<file path="config.mk">
export PLATFORM = sky130hd
export DESIGN_NAME = ex_mem_stage_reg
export DESIGN_NICKNAME = d
export VERILOG_FILES = /design/src/rtl/ex_mem_stage_reg.sv
export SDC_FILE = /design/constraint.sdc
export NUM_CORES = 1
export LEC_CHECK = 0
export CORE_AREA = 2 2 156 158
export CTS_CLUSTER_SIZE = 24
export DETAILED_ROUTE_END_ITERATION = 10
export DIE_AREA = 0 0 158 160
export MAX_ROUTING_LAYER = met4
export PLACE_DENSITY = 0.74
export SYNTH_ARGS = -nofsm -noshare
export SYNTH_HDL_FRONTEND = slang
export SYNTH_SLANG_ARGS = --single-unit
export TNS_END_PERCENT = 20
</file>
<file path="constraint.sdc">
create_clock -name clk -period 2.76 [get_ports clk]
set_clock_uncertainty 0.1 [all_clocks]
set_input_delay 0.552 -clock clk [delete_from_list [all_inputs] [get_ports clk]]
set_output_delay 0.552 -clock clk [all_outputs]
set_load 0.1 [all_outputs]
</file>
<file path="src/rtl/ex_mem_stage_reg.sv">
// EX/MEM pipeline stage register with valid/ready backpressure, flush-to-bubble
// and exception-entry injection. Define EXMEM_STATS_EN to enable the statistics counters.
module ex_mem_stage_reg #(
  parameter int                 DATA_W   = 32,
  parameter int                 RADDR_W  = 5,
  parameter logic [DATA_W-1:0]  RESET_PC = 32'h80000004,
  parameter int                 EXC_REG  = 26,
  parameter int                 PCSRC_W  = 3
) (
  input  logic               clk,
  input  logic               reset,
  input  logic               in_valid,
  output logic               in_ready,
  output logic               out_valid,
  input  logic               out_ready,
  input  logic               flush,
  input  logic               exc_req,
  input  logic [PCSRC_W-1:0] pcsrc_id,
  input  logic               regwr_in,
  input  logic               memwr_in,
  input  logic               memrd_in,
  input  logic [1:0]         memtoreg_in,
  input  logic [DATA_W-1:0]  newpc_in,
  input  logic [DATA_W-1:0]  alu_in,
  input  logic [DATA_W-1:0]  stdata_in,
  input  logic [DATA_W-1:0]  pc4_in,
  input  logic [RADDR_W-1:0] rd_in,
  input  logic               flushed_ex,
  input  logic               flushed_id,
  input  logic [DATA_W-1:0]  pc4_id,
  input  logic [DATA_W-1:0]  pc4_if,
  output logic [PCSRC_W-1:0] pcsrc_out,
  output logic               regwr_out,
  output logic               memwr_out,
  output logic               memrd_out,
  output logic [1:0]         memtoreg_out,
  output logic [DATA_W-1:0]  newpc_out,
  output logic [DATA_W-1:0]  alu_out,
  output logic [DATA_W-1:0]  stdata_out,
  output logic [DATA_W-1:0]  pc4_out,
  output logic [RADDR_W-1:0] rd_out,
  output logic               exc_pending,
  output logic [15:0]        stall_cnt,
  output logic [15:0]        bubble_cnt,
  output logic [15:0]        exc_cnt
);

  typedef enum logic {RUN, EXC_PEND} state_t;

  state_t            state, nextState;
  logic [DATA_W-1:0] epc, epcHeld;
  logic              inject, loadBubble;

  assign in_ready    = !out_valid || out_ready;
  assign exc_pending = (state == EXC_PEND);
  assign inject      = in_ready && ((state == EXC_PEND) || exc_req);
  assign loadBubble  = in_ready && !inject && (flush || !in_valid);

  // Return PC: first slot (EX, then ID) holding a live, non-kernel instruction, else fetch.
  always_comb begin
    // NOTE: every always_comb output gets a default first so no path can infer a latch.
    epc = pc4_if;
    if (!(pc4_in[DATA_W-1] || flushed_ex))
      epc = pc4_in;
    else if (!(pc4_id[DATA_W-1] || flushed_id))
      epc = pc4_id;
  end

  always_comb begin
    nextState = state;
    if (in_ready)
      nextState = RUN;
    else if (state == RUN && exc_req)
      nextState = EXC_PEND;
  end

  always_ff @(posedge clk or negedge reset) begin
    // NOTE: sequential state uses non-blocking assignments so every flop samples pre-edge values.
    if (!reset) begin
      state   <= RUN;
      epcHeld <= '0;
    end else begin
      state <= nextState;
      if (!in_ready && state == RUN && exc_req)
        epcHeld <= epc;
    end
  end

  always_ff @(posedge clk or negedge reset) begin
    if (!reset) begin
      out_valid    <= 1'b0;
      pcsrc_out    <= '0;
      regwr_out    <= 1'b0;
      memwr_out    <= 1'b0;
      memrd_out    <= 1'b0;
      memtoreg_out <= 2'd0;
      newpc_out    <= RESET_PC;
      alu_out      <= '0;
      stdata_out   <= '0;
      pc4_out      <= RESET_PC;
      rd_out       <= '0;
    end else if (in_ready) begin
      pcsrc_out  <= pcsrc_id;
      newpc_out  <= newpc_in;
      alu_out    <= alu_in;
      stdata_out <= stdata_in;
      if (inject) begin
        out_valid    <= 1'b1;
        regwr_out    <= 1'b1;
        memwr_out    <= 1'b0;
        memrd_out    <= 1'b0;
        memtoreg_out <= 2'd2;
        rd_out       <= RADDR_W'(EXC_REG);
        pc4_out      <= (state == EXC_PEND) ? epcHeld : epc;
      end else begin
        out_valid    <= !loadBubble;
        regwr_out    <= regwr_in && !loadBubble;
        memwr_out    <= memwr_in && !loadBubble;
        memrd_out    <= memrd_in && !loadBubble;
        memtoreg_out <= memtoreg_in;
        rd_out       <= rd_in;
        pc4_out      <= pc4_in;
      end
    end
  end

`ifdef EXMEM_STATS_EN
  logic [15:0] stallCnt, bubbleCnt, excCnt;

  always_ff @(posedge clk or negedge reset) begin
    if (!reset) begin
      stallCnt  <= '0;
      bubbleCnt <= '0;
      excCnt    <= '0;
    end else begin
      if (out_valid && !out_ready && stallCnt != 16'hFFFF)
        stallCnt <= stallCnt + 16'd1;
      if (loadBubble && bubbleCnt != 16'hFFFF)
        bubbleCnt <= bubbleCnt + 16'd1;
      if (inject && excCnt != 16'hFFFF)
        excCnt <= excCnt + 16'd1;
    end
  end

  assign stall_cnt  = stallCnt;
  assign bubble_cnt = bubbleCnt;
  assign exc_cnt    = excCnt;
`else
  assign stall_cnt  = 16'd0;
  assign bubble_cnt = 16'd0;
  assign exc_cnt    = 16'd0;
`endif

endmodule

</file>
==> results_dict.tcl <==
set metrics [dict create \
    grt-ovfl-total 0 \
    cts_root_buffer "clkbuf_16" \
    yosys_warnings 0 \
    fp.coreArea_um2 23800 \
    timing.fmax_mhz 447 \
    layout-drive-gt1-share 0.159 \
    grt_pass1_vias 8368 \
    worstPathMaxFanout 4 \
    port-buffer-count 356 \
    layout.nets 1542 \
    grt_usage 0.237 \
    viasPerCell 5.07 \
    hold_viol 0 \
    worstMarginPinSlew_ps 780 \
    grt_max_degree 104 \
    r2r_slack_ps 930 \
    r2r_end "pc4_out[31]" \
    highest_layer "met4" \
    critPathLaunch "out_ready" \
    syn_inst 1013 \
    period_minus_slack_ps 2240 \
    rows 57 \
    hold_depth 2 \
    cts_tree "done" \
    synth_edf_count 0 \
    cts_inserted_buffers 17 \
    synth_seq_area_share 0.492 \
    worstPathRequired_ps 2110 \
    wl_per_cell_um 17.6 \
    cellPowerDensity_nw_per_um2 735 \
    antenna_found_initial 4 \
    route.vias.total 8464 \
    dp_hpwl_um 20600 \
    wl_met1_um 12000 \
    min_to "newpc_out[31]" \
    ys_types 32 \
    outcome "completed" \
    syn2layout_area_growth_pct 44.8 \
    synth_area_um2 8900 \
    r2r-start "exc_pending" \
    leakage_nw 6.03 \
    layout_common_cells "nand2_1 (336), clkdlybuf4s50_1 (209), dfrtp_1 (170)" \
    drt-pass1-iter-count 5 \
    placed_area_um2 12300 \
    layout_commonest_cell "nand2_1" \
    die_h_um 160 \
    place_congestion 0.836 \
    ys_async_sr_fraction 1.00 \
    cts.sinks 175 \
    cts_buffer_depth 2 \
    routed_wl_um 29300 \
    die_area_um2 25300 \
    met2_length_um 14200 \
    startpoint_type "input port" \
    avgSynthCellArea_um2 8.79 \
    reg2reg_depth 3 \
    cap_violations 0 \
    initial_core_util 0.374 \
    setup_tns_ps 0 \
    fin_area_um2 12900 \
    fillers 2177 \
    drtIter0Drc 522 \
    slew_headroom 0.480 \
    setup_viol 0 \
    period_share 0.810 \
    dominantRegCellSynth "dfrtp_1" \
    ys_seq_elements 175 \
    hold_start "newpc_out[31]" \
    antenna_violating_nets_post_route 0 \
    wl_met3_um 2400 \
    io_pins 405 \
    insertion_delay_ps 420 \
    clk_transition_reported_paths_ps 70 \
    fp.dieW_um 158 \
    drc 0 \
    peakVddDrop_v 0.000349 \
    path_class "in2out" \
    end_kind "primary output" \
    htreeDepth 4 \
    grt_pass1_wl_um 45400 \
    hold_class "reg2reg" \
    arrival_ps 1580 \
    slew_violations 0 \
    grt_setup_unrepaired "no" \
]
## how the worst max path moves through the flow
stage                              to  slack [ps]
after CTS                    in_ready         510
after global routing         in_ready         490
after detailed placement   epcHeld[3]         280
final                        in_ready         520
after floorplan              in_ready         270
after global placement    epcHeld[31]         390
## metrics by stage
step           worst slack (ps)  total power [mW]   util  hold WS [ps]  cells
2_1_floorplan               267              6.07      -           156   1060
3_3_place_gp                391              7.10  0.515           344   1633
3_5_place_dp                277              7.14  0.515           346   1633
4_1_cts                     511              9.55  0.541           356   1666
5_1_grt                     490              9.89  0.541           384   1670
6_report                    523              9.48  0.541           352   1670
## repair_timing
| action | 4_1_cts | 5_1_grt |
|---|---|---|
| hold buffers | 1 | 0 |
| gates resized for setup | 0 | 0 |
| endpoints found under the hold margin | 24 | 0 |
| setup buffers | 0 | 0 |
## cells in the mapped netlist, types with 2 or more instances
cell / instances / share of area
clkbuf_1: 38 / 0.016
buf_6: 6 / 0.0076
nor2_1: 4 / 0.0017
a22o_1: 3 / 0.0030
o21ai_1: 30 / 0.017
and3b_1: 31 / 0.030
o22a_1: 4 / 0.0039
o31ai_1: 32 / 0.027
nand2_1: 336 / 0.14
nor3b_1: 32 / 0.027
dfstp_2: 4 / 0.012
and2_1: 31 / 0.022
o221ai_1: 31 / 0.030
nor2b_1: 2 / 0.0014
a31oi_1: 33 / 0.023
nor3_1: 32 / 0.018
o21a_1: 31 / 0.026
o21ai_0: 35 / 0.020
buf_4: 51 / 0.043
or3_1: 31 / 0.022
dfrtp_1: 171 / 0.48
buf_2: 35 / 0.020
## kinds of logic after synthesis
kind of cell,Yosys count,synth area share
AND/OR/NAND/NOR,504,0.268
other,1,0.000421
flip-flops,175,0.492
AO/OA/AOI/OAI,201,0.152
buffers and inverters,132,0.0871
## flip-flops by register name, summed over array words and instances, names as in the netlist, 2 cells and up
register and cells:
alu_out 32, epcHeld 32, rd_out 5, pcsrc_out 3, newpc_out 32, stdata_out 32, pc4_out 32, memtoreg_out 2
## area by class of cell
| cell class | count | area (um2) | share of cell area |
|---|---|---|---|
| Sequential cell | 175 | 4390 | 0.340 |
| Multi-Input combinational cell | 753 | 3940 | 0.306 |
| Timing Repair Buffer | 381 | 3550 | 0.275 |
| Clock buffer | 17 | 425 | 0.0330 |
| Tap cell | 324 | 405 | 0.0314 |
| Clock inverter | 15 | 173 | 0.0134 |
| Antenna cell | 4 | 10.0 | 0.000776 |
| Inverter | 1 | 6.26 | 0.000485 |
## where the power goes
group / leakage, nW / switching (mW) / internal [mW] / total (mW)
registers: 2.12 / 0.206 / 2.93 / 3.13
clock network: 0.292 / 1.18 / 1.22 / 2.40
logic: 3.62 / 2.99 / 0.958 / 3.95
total: 6.03 / 4.38 / 5.10 / 9.48
## layer usage
layer  up-vias  global-route usage
met5         -                   -
met2       360               0.385
met1      4051               0.290
met4         0              0.0708
li1       4011                   -
met3        42              0.0589
## critical path, cell delays in order
cell	delay (ps)
clkdlybuf4s50_1	520
nor2b_4	240
inv_4	90
buf_12	180
No activity file was read; power rests on OpenSTA's default activity.
